==> src/rtl/gb_joypad.sv <==
// gb_joypad: Game Boy P1/FF00 joypad register.
// Maps debounced button presses onto the two active-low key groups chosen by
// the CPU select bits, returns the P1 read value and pulses joypad_irq on any
// selected line falling, with a programmable hold-off after each pulse.
// Optional feature macro: JOYPAD_STICKY_EN (latches short presses until a P1 read).
module gb_joypad #(
  parameter int IRQ_HOLDOFF = 1000
) (
  input  logic       clk,
  input  logic       reset,
  input  logic [7:0] buttonState,
  input  logic [2:0] extraButtons,
  input  logic       p1_we,
  input  logic [7:0] p1_wdata,
  input  logic       p1_re,
  output logic [7:0] p1_rdata,
  output logic       joypad_irq
);

  localparam int CW = ($clog2(IRQ_HOLDOFF + 1) > 1) ? $clog2(IRQ_HOLDOFF + 1) : 1;
  localparam logic [CW-1:0] LOAD = CW'((IRQ_HOLDOFF > 0) ? IRQ_HOLDOFF - 1 : 0);

  typedef enum logic {ARMED, HOLDOFF} state_t;

  // Pressed vector order: {start, select, B, left, right, down, up, A}
  logic [7:0]    press_next;
  logic [7:0]    p;
  logic [7:0]    eff;
  logic [1:0]    sel;
  logic [3:0]    dir;
  logic [3:0]    act;
  logic [3:0]    low;
  logic [3:0]    prev_low;
  logic          fall;
  state_t        state, state_next;
  logic [CW-1:0] cnt, cnt_next;
  logic          irq_next;
  logic          unused_bits;

  assign press_next = {extraButtons, buttonState[4:0]};

`ifdef JOYPAD_STICKY_EN
  logic [7:0] s;
  logic [7:0] clr;

  // A read clears sticky bits of the groups selected at that moment
  assign clr = {8{p1_re}} & {{3{~sel[1]}}, {4{~sel[0]}}, ~sel[1]};
  assign eff = p | s;
  assign unused_bits = ^{buttonState[7:5], p1_wdata[7:6], p1_wdata[3:0]};

  // Sticky bits catch press edges; a new press beats a same-cycle clear
  always_ff @(posedge clk) begin
    if (!reset) s <= 8'h00;
    else        s <= (s & ~clr) | (press_next & ~p);
  end
`else
  assign eff = p;
  assign unused_bits = ^{buttonState[7:5], p1_wdata[7:6], p1_wdata[3:0], p1_re};
`endif

  assign dir  = {eff[2], eff[1], eff[4], eff[3]};
  assign act  = {eff[7], eff[6], eff[5], eff[0]};
  assign low  = ~(({4{~sel[0]}} & dir) | ({4{~sel[1]}} & act));
  assign fall = |(prev_low & ~low);
  assign p1_rdata = {2'b11, sel, low};

  // Input capture, select register and previous line snapshot
  always_ff @(posedge clk) begin
    if (!reset) begin
      p        <= 8'h00;
      sel      <= 2'b11;
      prev_low <= 4'hF;
    end else begin
      p        <= press_next;
      prev_low <= low;
      if (p1_we) sel <= p1_wdata[5:4];
    end
  end

  // IRQ state register, hold-off counter and registered pulse
  always_ff @(posedge clk) begin
    if (!reset) begin
      state      <= ARMED;
      cnt        <= '0;
      joypad_irq <= 1'b0;
    end else begin
      state      <= state_next;
      cnt        <= cnt_next;
      joypad_irq <= irq_next;
    end
  end

  // Next-state logic: fire on a fall when armed, then count out the hold-off
  always_comb begin
    state_next = state;
    cnt_next   = cnt;
    irq_next   = 1'b0;
    case (state)
      ARMED: begin
        if (fall) begin
          irq_next = 1'b1;
          if (IRQ_HOLDOFF > 0) begin
            state_next = HOLDOFF;
            cnt_next   = LOAD;
          end
        end
      end
      HOLDOFF: begin
        if (cnt == '0) state_next = ARMED;
        else           cnt_next   = cnt - CW'(1);
      end
      default: state_next = ARMED;
    endcase
  end

endmodule

==> config.mk <==
export PLATFORM = sky130hd
export DESIGN_NAME = gb_joypad
export DESIGN_NICKNAME = d
export VERILOG_FILES = /design/src/rtl/gb_joypad.sv
export SDC_FILE = /design/constraint.sdc
export NUM_CORES = 1
export LEC_CHECK = 0
export ABC_AREA = 1
export CAP_MARGIN = 15
export CORE_MARGIN = 4
export CORE_UTILIZATION = 40
export CTS_BUF_LIST = sky130_fd_sc_hd__clkbuf_4 sky130_fd_sc_hd__clkbuf_8 sky130_fd_sc_hd__clkbuf_16
export CTS_CLUSTER_SIZE = 28
export DETAILED_ROUTE_END_ITERATION = 8
export GPL_TIMING_DRIVEN = 0
export PLACE_DENSITY = 0.71
export SYNTH_ARGS = -nofsm -noshare
export SYNTH_HDL_FRONTEND = slang
export SYNTH_SLANG_ARGS = --single-unit
==> constraint.sdc <==
create_clock -name clk -period 1.4 [get_ports clk]
set_input_delay 0.28 -clock clk [delete_from_list [all_inputs] [get_ports clk]]
set_output_delay 0.28 -clock clk [all_outputs]
set_load 0.02 [all_outputs]
# Word-level counts from Yosys, hierarchy flattened
# Cells that the tools add are included.
[totals]
word_cells = 29
ff_bits = 26
[op_classes]
n_eq_ne = 2
bitwise = 10
add_sub_neg = 1
reduce_logical = 4
n_mux = 6
[op_table]
columns = ["cell", "n"]
rows = [
  ["two-way mux 10 bit", 2],
  ["case mux 10 bit (2 select lines)", 1],
  ["bitwise AND 4 bit", 3],
  ["zero test 10 bit", 1],
  ["subtractor 10 x 1 -> 10 bit, second input constant", 1],
  ["inverter 4 bit", 2],
  ["!= test 2 bit, second input constant", 2],
  ["inverter 1 bit", 4],
  ["OR 4 bit", 1],
  ["OR reduction 4 bit", 1],
  ["two-way mux 1 bit", 2],
  ["case mux 1 bit (2 select lines)", 1],
  ["AND reduction 2 bit", 1],
  ["OR reduction 2 bit", 1],
]

# Logic depth before layout (Yosys ltp)
[logic_depth]
depth_word = 9
mapped_depth = 11
mapped_depth_nobuf = 11

# Worst setup path before layout
# Ideal clock, no wire load.
[synth_path]
path_kind = "register to register"
startpoint = "register cnt[0]"
endpoint = "register cnt[7]"
period_less_slack_ns = 1.396
path_buffers = 0
path_stages_with_launch = 12
arrival_time_ns = 1.281
setup_slack_ns = 0.004
setup_time_ns = 0.115
path_cell_list = "dfxtp_1 inv_1 ha_1 nand3_4 nor2_4 nand3_4 nand2_4 inv_2 nand2_1 nand2_1 nand2_1 nand2_1"
[synth_via]
elab_chain_cells = 3
elab_cells_between_ends = 6
classes_between = "add/sub: 1; eq/ne: 1; mux: 2; reduce/logical: 2"
[synth_rtl]
columns = ["item", "line", "source"]
rows = [
  ["from (decl)", "36", "logic [CW-1:0] cnt, cnt_next;"],
  ["from (signal assigned)", "88", "cnt <= cnt_next;"],
  ["subtractor 10 x 1 -> 10 bit or zero test 10 bit (tied branches)", "110, 109", ""],
  ["two-way mux 10 bit or != test 2 bit (tied branches)", "-", ""],
  ["case mux 10 bit (2 select lines) or AND reduction 2 bit (tied branches)", "-", ""],
]
# Several ways; a longest one is shown, not always the timed one. The select of a mux whose other input is x is not followed.
# A chain may end at the register's enable or synchronous reset.

# Final worst setup path
[layout_path]
startpoint = "register cnt[0]"
endpoint = "register cnt[5]"
# The elaborated chain is that of the path after synthesis.

==> impl_metrics.csv <==
group,metric,value,unit
placed_design,place.gp.congestion,0.800,
routing,routed_wl,2590,um
critical_path,crit_top_cell,"nand2_1",
critical_path,critical_path_buf_inv_count,2,
pwr,clkPwrFrac,0.171,
critical_path,rr_startpoint,"cnt[0]",
logic_synthesis,yosys_register_bits,26,
pwr,powerDensity,1340,nW/um2
outcome,violations,"negative setup slack",
routing,drc_errors,0,
logic_synthesis,async_flop_share,0,
cells_and_area,final_nets,225,
floorplanning,rows,19,
cells_and_area,syn2layout_area_growth,39.2,%
floorplanning,ios,32,
critical_path,crit_slowest_cell,"dfxtp_2",
logic_synthesis,synth_top_area_share,0.442,
critical_path,critPathCaptureType,"register",
pwr,netSwitchingPower,0.794,mW
sta,setup_viol,3,
routing,dr_total_vias,1116,
critical_path,path_class,"reg2reg",
placed_design,placed_area,1410,um2
sta,finalMaxSlewViolations,0,
logic_synthesis,synth_commonest_cells,"nand2_1, inv_1, dfxtp_1, nand3_1",
clocking,h-tree-depth,1,
logic_synthesis,synth.largest_area_cell,"dfxtp_1",
sta,finClkSkew,8.11,ps
global_routing,overflow,0,
critical_path,r2r_cells,11,
global_routing,grt.total_usage,0.131,
outcome,status,"finished with violations",
logic_synthesis,synthDistinctLibCells,24,
logic_synthesis,synth_edf_count,0,
pwr,irDropWorstVdd,0.000927,V
global_routing,grt_pass1_wl,4330,um
hold_path,hold_end,"eff[1]",
critical_path,timing.rr.end,"cnt[5]",
global_routing,grt_max_degree,15,
critical_path,critPathMaxStageDelay,350,ps
clocking,cts.sinks,26,
logic_synthesis,yosys_warnings,0,
pwr,intPower,1.40,mW
routing,drt_iter0_drc,35,
clocking,clk_pin_slew,140,ps
floorplanning,start_util,0.423,
cells_and_area,n_antenna_cell,0,
floorplanning,dieWidth,62.3,um
sta,setup_ws,-32.0,ps
hold_path,hp-start,"buttonState[1]",
sta,hold_viol,0,
logic_synthesis,synth_area,1180,um2
hold_path,hp-class,"in2reg",
sta,post-route-period-util,1.02,
clocking,clock_path_buffers,2,
sta,hold_ws,470,ps
critical_path,crit_path_start,"cnt[0]",
clocking,cts-buffers-inserted,3,
cells_and_area,final_area,1640,um2
routing,wl_met3,115,um
routing,postRouteAntennaNets,0,
placed_design,hpwl,1720,um
hold_path,min_path_cells,3,
cells_and_area,utilization,0.589,
global_routing,grt_pass1_vias,1036,
pwr,swShare,0.362,
logic_synthesis,post-synth-top-count-cell,"nand2_1",
pwr,p_leak,0.796,nW
routing,wl_met1,1040,um
sta,rsz0062_at_grt,"true",
clocking,cts_tree,"yes",
clocking,clkLatencyLatePin,320,ps
placed_design,port-buffer-count,19,
logic_synthesis,netlist_instances,166,
pwr,p_seq_frac,0.414,
cells_and_area,final_layout_size_suffix_gt1_frac,0.305,
sta,fin_crit,1430,ps
cells_and_area,fill_cells,265,
placed_design,place_ws,-383,ps
critical_path,crit_arrival,1700,ps
logic_synthesis,syn_avg_cell_area,7.09,um2
logic_synthesis,synth_ff_type,"dfxtp_1",
flow_run,cap_violations,0,
routing,wl_per_cell,11.2,um
floorplanning,die_h,62.3,um
critical_path,critPathTopFamily,"simple AND/OR/NAND/NOR gates",
routing,wl_met2,1430,um
critical_path,critPathMaxFanout,5,
critical_path,r2r_slack,-30,ps
logic_synthesis,yosysSeqAreaShare,0.442,
floorplanning,design.core.area,2780,um2
critical_path,start_kind,"register",
global_routing,antenna_found_initial,0,
routing,firstDrtPassIters,4,
critical_path,path_cells,"inv_2 > ha_4 > nand3_4 > nor2_4 > nand3_4 > buf_12 > nand3_2 > nand2_2 > nand2_1 > nand2_1 > nand2_1",
clocking,clockRootBuffer,"clkbuf_4",
pwr,combPwrFrac,0.415,
sta,tns,-83.2,ps
routing,vias_per_cell,4.83,
critical_path,cp.required,1670,ps
routing,top_layer,"met4",
logic_synthesis,yosys-top-cells-area,"dfxtp_1, nand2_1, inv_1, nand3_1, nand3_4",
sta,max_freq,698,MHz
floorplanning,dieArea,3880,um2
-- worst max path at each step --
stage	endpoint	slack [ps]	cells past startpoint
after floorplan	cnt[7]	4	11
after global placement	prev_low[0]	-320	4
after detailed placement	prev_low[0]	-380	4
after CTS	cnt[5]	-2	11
after global routing	cnt[7]	-150	11
final	cnt[5]	-30	11
-- layout by cell type, fill, tap and decap left out, drive strengths merged --
cell and count:
nand4 3, a21oi 6, conb 2, dfxtp 26, nand3 18, nand2 60, nor3 3, inv 29
clkdlybuf4s50 12, a31oi 1, buf 18, ha 1, or2 1, o21ai 3, clkbuf 5, xor2 2
dlygate4sd2 3, nor2 7
-- routing by layer --
layer,vias to the layer above,GRT usage
met3,2,0.0288
li1,575,-
met4,0,0.0186
met1,515,0.144
met5,-,0
met2,24,0.256
-- state kept, by name, summed over array words and instances, names as in the netlist --
register	cells
eff	8
joypad_irq	1
state	1
sel	2
prev_low	4
cnt	10
-- stage by stage --
step	instances	power, mW
after floorplan	167	1.40
after global placement	217	1.54
after detailed placement	217	1.57
after CTS	229	2.08
after global routing	231	2.34
final	231	2.19
-- layout make-up --
type                            count  area (um2)  area share
Multi-Input combinational cell    107         609       0.372
Sequential cell                    26         526       0.321
Timing Repair Buffer               29         279       0.170
Inverter                           29         121      0.0740
Tap cell                           31        38.8      0.0237
Clock buffer                        4        36.3      0.0221
Buffer                              5        28.8      0.0176
-- cells by family (layout without fill, tap and decap cells) --
family,after synthesis,in the layout,synth area share
adder cells (fa/ha/maj),1,1,0.0106
other,1,2,0.00319
AO/OA/AOI/OAI,10,10,0.0531
flip-flops,26,26,0.442
XOR/XNOR,2,2,0.0149
AND/OR/NAND/NOR,92,92,0.360
buffers and inverters,34,67,0.116
-- power groups by stage --
| stage | Sequential, mW | Clock, mW | Combinational (mW) |
|---|---|---|---|
| after floorplan | 0.901 | 0 | 0.502 |
| after global placement | 0.902 | 0 | 0.639 |
| after detailed placement | 0.905 | 0 | 0.660 |
| after CTS | 0.895 | 0.383 | 0.800 |
| after global routing | 0.917 | 0.407 | 1.02 |
| final | 0.906 | 0.375 | 0.908 |
-- worst min-delay path: stages --
cell	delay [ps]
clkdlybuf4s50_1	390
nand2_1	60
inv_1	30
-- timing repair --
item                       CTS  global route
resized for setup           34            33
gates cloned                 0             0
setup endpoints to repair   29            15
setup buffers                8             2
pin swaps                    4            13
hold buffers                 0             0
Power figures use the tool's default switching activity.
==> RTL change 1 (same settings) <==
Set the parameter `IRQ_HOLDOFF` to 4000 (it was 1000).
--- a/src/rtl/gb_joypad.sv
+++ b/src/rtl/gb_joypad.sv
@@ -4,7 +4,7 @@
 // selected line falling, with a programmable hold-off after each pulse.
 // Optional feature macro: JOYPAD_STICKY_EN (latches short presses until a P1 read).
 module gb_joypad #(
-  parameter int IRQ_HOLDOFF = 1000
+  parameter int IRQ_HOLDOFF = 4000
 ) (
   input  logic       clk,
   input  logic       reset,
Formal check against the unedited RTL: same outputs for any inputs over 10 cycles, from zero or initial values and one cycle with reset low; that may be too few to reach the edited logic, so the function may still have changed.
==> RTL change 1 against the original RTL <==
  * The flow still finishes with violations (negative setup slack)
  * Cell area increased by 18%
  * Sequential share of layout area decreased by 2.5 points
  * Largest power group is now sequential cells
  * Wire length increased by 20%
  * Worst setup slack got worse by 0.0062 ns
  * Power increased by 14%
  * Critical endpoint is now p1_rdata[3]
  * Utilization increased by 3.2 points
  * Area after synthesis increased by 12%
  * Combinational power increased by 6.7%
  * Global-route usage increased by 1.7 points
  * Sequential cell count increased by 2
==> RTL change 1: results (changes against the original RTL) <==
stage	metric	value	unit	change
worst_setup_path	endpoint	p1_rdata[3]		was cnt[5]$_SDFFE_PN0P_
worst_setup_path	regToRegStartpoint	cnt[1]$_SDFFE_PN0P_		was cnt[0]$_SDFFE_PN0P_
final_layout	largest_reg_flops	12		was 10
final_layout	multi_input_area	741	um^2	was 609 um^2
worst_setup_path	cp_max_fo	4		was 5
worst_setup_path	crit_family	flip-flops		was simple AND/OR/NAND/NOR gates
synth	ys_types	26		was 24
placement	dp_cells	256		was 217
synth	ys_top_cells_by_count	nand2_1 (68), dfxtp_1 (28), inv_1 (27)		was nand2_1 (58), inv_1 (27), dfxtp_1 (26)
final_layout	drive_gt1_frac	0.381		was 0.305
power	p_comb_frac	0.387		was 0.415
global_route	grt_max_degree	17		was 15
sta	clock_skew	0.00577	ns	was 0.00811 ns
placement	hpwlAfterDp	1.90	mm	was 1.72 mm
run_status	violations	negative setup slack		unchanged
sta	worst_slack	-0.0382	ns	was -0.0320 ns
run_status	outcome	finished, violations left		unchanged
worst_setup_path	critPathLaunch	sel[1]$_SDFFE_PN1P_		was cnt[0]$_SDFFE_PN0P_
synth	synth.area.top_cells	dfxtp_1 (42%), nand2_1 (19%), inv_1 (7.7%), nand3_1 (5.3%), o21ai_0 (3.0%)		was dfxtp_1 (44%), nand2_1 (18%), inv_1 (8.6%), nand3_1 (6.8%), nand3_4 (3.0%)
power	p_sw	0.000867	W	was 0.000794 W
power	p_leak	0.925	nW	was 0.796 nW
clocking	post_cts_buffers	10		was 8
final_layout	layout.cells.non_filler	275		was 231
worst_setup_path	rrSetupSlack	-0.01	ns	was -0.03 ns
worst_setup_path	reg2regPathDepth	10		was 11
synth	ys_seq_area_frac	0.423		was 0.442
final_layout	fillers	279		was 265
clocking	cts_resized	50		was 34
worst_setup_path	r2r_end	cnt[0]$_SDFFE_PN0P_		was cnt[5]$_SDFFE_PN0P_
sta	finalSetupViolations	5		was 3
sta	setup-tns-final	-0.104	ns	was -0.0832 ns
-- RTL change 1: changes by cell type in the layout (fill, tap and decap cells not counted), sizes merged, moves of 2 or more --
cell	delta
dfxtp	+2
nand3	-4
xor2	-2
nand4	-3
buf	+5
o21ai	+7
nor2	+5
nand2	+12
-- RTL change 1: final cells by class --
type	count	share of cell area
clock buffer	3	0.0117
multi-input combinational	129	0.384
tap	44	0.0286
buffer	6	0.0253
timing repair buffer	34	0.178
inverter	30	0.0610
clock inverter	1	0.0156
sequential	28	0.296
-- RTL change 1: routing by layer --
layer  up-vias  GRT usage  wire, um  share of wire
met4         0     0.0674       104          0.033
met2        36      0.239      1480           0.48
met5         -          0         0              0
li1        662          -         -              -
met3        10     0.0222       120          0.039
met1       571      0.194      1400           0.45
-- RTL change 1: cells by family after synthesis --
kind of cell	count (synthesis)	share of synthesized area
other cells	1	0.00283
buf+inv	36	0.119
flops	28	0.423
fa+ha+maj	2	0.0189
simple gates	106	0.348
compound gates	19	0.0879
==> RTL change 2 (config.mk and constraints unchanged) <==
Without the edit above. Put one more register stage on the output `joypad_irq`. The value now appears one clock later. The other outputs are not delayed to match.
--- a/src/rtl/gb_joypad.sv
+++ b/src/rtl/gb_joypad.sv
@@ -21,6 +21,8 @@
   localparam logic [CW-1:0] LOAD = CW'((IRQ_HOLDOFF > 0) ? IRQ_HOLDOFF - 1 : 0);
 
   typedef enum logic {ARMED, HOLDOFF} state_t;
+
+  logic joypad_irq_s0;
 
   // Pressed vector order: {start, select, B, left, right, down, up, A}
   logic [7:0]    press_next;
@@ -82,11 +84,11 @@
     if (!reset) begin
       state      <= ARMED;
       cnt        <= '0;
-      joypad_irq <= 1'b0;
+      joypad_irq_s0 <= 1'b0;
     end else begin
       state      <= state_next;
       cnt        <= cnt_next;
-      joypad_irq <= irq_next;
+      joypad_irq_s0 <= irq_next;
     end
   end
 
@@ -113,5 +115,9 @@
     endcase
   end
 
+  always_ff @(posedge clk) begin
+    joypad_irq <= joypad_irq_s0;
+  end
+
 endmodule
 
Function: changed (a bounded check fails within 4 cycles, from zero or initial values and one cycle with reset low).
==> RTL change 2 against the original RTL <==
  * The run still ends with negative setup slack left
  * Power rose by 4.7%
  * Critical path type unchanged
  * Cell area rose by 4.9%
  * Wire length rose by 9.3%
  * Sequential cell count rose by 1
  * Largest power group unchanged
  * Area after synthesis rose by 1.7%
  * Via count rose by 3.3%
  * Utilization rose by 2.4 points
  * Hold slack got worse by 0.12 ns
  * Highest routed layer unchanged
  * Critical path depth did not move
  * Synthesized cell count rose by 0.60%
  * Worst setup slack got worse by 0.060 ns
==> RTL change 2: results (changes against the original RTL) <==
stage	metric	value	unit	change
run_status	violations	negative setup slack		unchanged
worst_setup_path	cp_max_fo	8		was 5
sta	clock_skew	0.00805	ns	was 0.00811 ns
final_layout	multi_input_area_share	0.377		was 0.372
worst_setup_path	arrival	1.76	ns	was 1.70 ns
global_route	met1_usage	0.133		was 0.144
run_status	outcome	finished, violations left		unchanged
final_layout	nNonClkBuffers	36		was 34
placement	placed_cell_area	0.00143	mm^2	was 0.00141 mm^2
synth	ys_top_cells_by_count	nand2_1 (58), dfxtp_1 (27), inv_1 (27)		was nand2_1 (58), inv_1 (27), dfxtp_1 (26)
placement	dp_cells	218		was 217
global_route	track_usage	0.140		was 0.131
global_route	grt_pass1_vias	1106		was 1036
power	sw_frac_of_total	0.385		was 0.362
detailed_routing	drt_iter0_drc	64		was 35
global_route	grt_pass1_wl	4.42	mm	was 4.33 mm
power	peakVddDrop	0.836	mV	was 0.927 mV
synth	synth_area	0.00120	mm^2	was 0.00118 mm^2
detailed_routing	wl_met3	113	um	was 115 um
final_layout	nonClkBufAreaFrac	0.194		was 0.188
detailed_routing	vias	1153		was 1116
detailed_routing	wl	2.83	mm	was 2.59 mm
synth	syn_area_per_cell	7.17	um^2	was 7.09 um^2
detailed_routing	wl_per_cell	12.1	um	was 11.2 um
sta	worst_slack	-0.0916	ns	was -0.0320 ns
final_layout	nNetsFinal	228		was 225
global_route	use_met2	0.281		was 0.256
power	p_comb_frac	0.419		was 0.415
final_layout	ff_latch_area	547	um^2	was 526 um^2
power	p_leak	0.843	nW	was 0.796 nW
detailed_routing	m1WireLength	1.12	mm	was 1.04 mm
final_layout	seq_cells	27		was 26
clocking	clk_latency	0.35	ns	was 0.32 ns
power	p_seq_frac	0.411		was 0.414
placement	globalplace.congestion	0.877		was 0.800
sta	finalSetupViolations	9		was 3
detailed_routing	wl_met2	1.56	mm	was 1.43 mm
placement	hpwlAfterDp	1.75	mm	was 1.72 mm
worst_hold_path	min_path_type	flop to flop		was input port to flop
synth	synth.area.top_cells	dfxtp_1 (45%), nand2_1 (18%), inv_1 (8.5%), nand3_1 (6.7%), nand3_4 (2.9%)		was dfxtp_1 (44%), nand2_1 (18%), inv_1 (8.6%), nand3_1 (6.8%), nand3_4 (3.0%)
global_route	grt_max_degree	18		was 15
==> RTL change 2: how the worst min path moves through the flow <==
stage / from / to / slack, ns / depth (start not counted)
after CTS: joypad_irq_s0$_SDFF_PP0_ / joypad_irq$_DFF_P_ / 0.35 / 0
after global placement: joypad_irq_s0$_SDFF_PP0_ / joypad_irq$_DFF_P_ / 0.31 / 0
after detailed placement: joypad_irq_s0$_SDFF_PP0_ / joypad_irq$_DFF_P_ / 0.31 / 0
after global routing: joypad_irq_s0$_SDFF_PP0_ / joypad_irq$_DFF_P_ / 0.36 / 0
after floorplan: joypad_irq_s0$_SDFF_PP0_ / joypad_irq$_DFF_P_ / 0.31 / 0
final: joypad_irq_s0$_SDFF_PP0_ / joypad_irq$_DFF_P_ / 0.35 / 0
==> RTL change 2: timing repair <==
action	in CTS	in global routing
setup endpoints to repair	19	25
hold buffers	0	0
resized for setup	44	39
pin swaps	7	9
buffers inserted	10	2
==> RTL change 2: through the flow <==
stage                     utilization  TNS [ns]  hold WS, ns  setup WS [ns]  total power, W
after CTS                       0.560    -0.151        0.352         -0.106         0.00211
after floorplan                     -         0        0.310        0.00423         0.00144
final                           0.613    -0.346        0.352        -0.0916         0.00229
after global routing            0.613     -1.36        0.359         -0.159         0.00243
after global placement          0.510     -4.08        0.313         -0.321         0.00157
after detailed placement        0.510     -5.01        0.315         -0.369         0.00160
==> RTL change 2: kinds of logic after synthesis <==
| kind of cell | Yosys count | share of synthesized area |
|---|---|---|
| AND/OR/NAND/NOR | 92 | 0.354 |
| buffers and inverters | 34 | 0.114 |
| flip-flops | 27 | 0.451 |
| AO/OA/AOI/OAI | 10 | 0.0523 |
| XOR/XNOR | 2 | 0.0146 |
| adder cells (fa/ha/maj) | 1 | 0.0104 |
| other | 1 | 0.00313 |
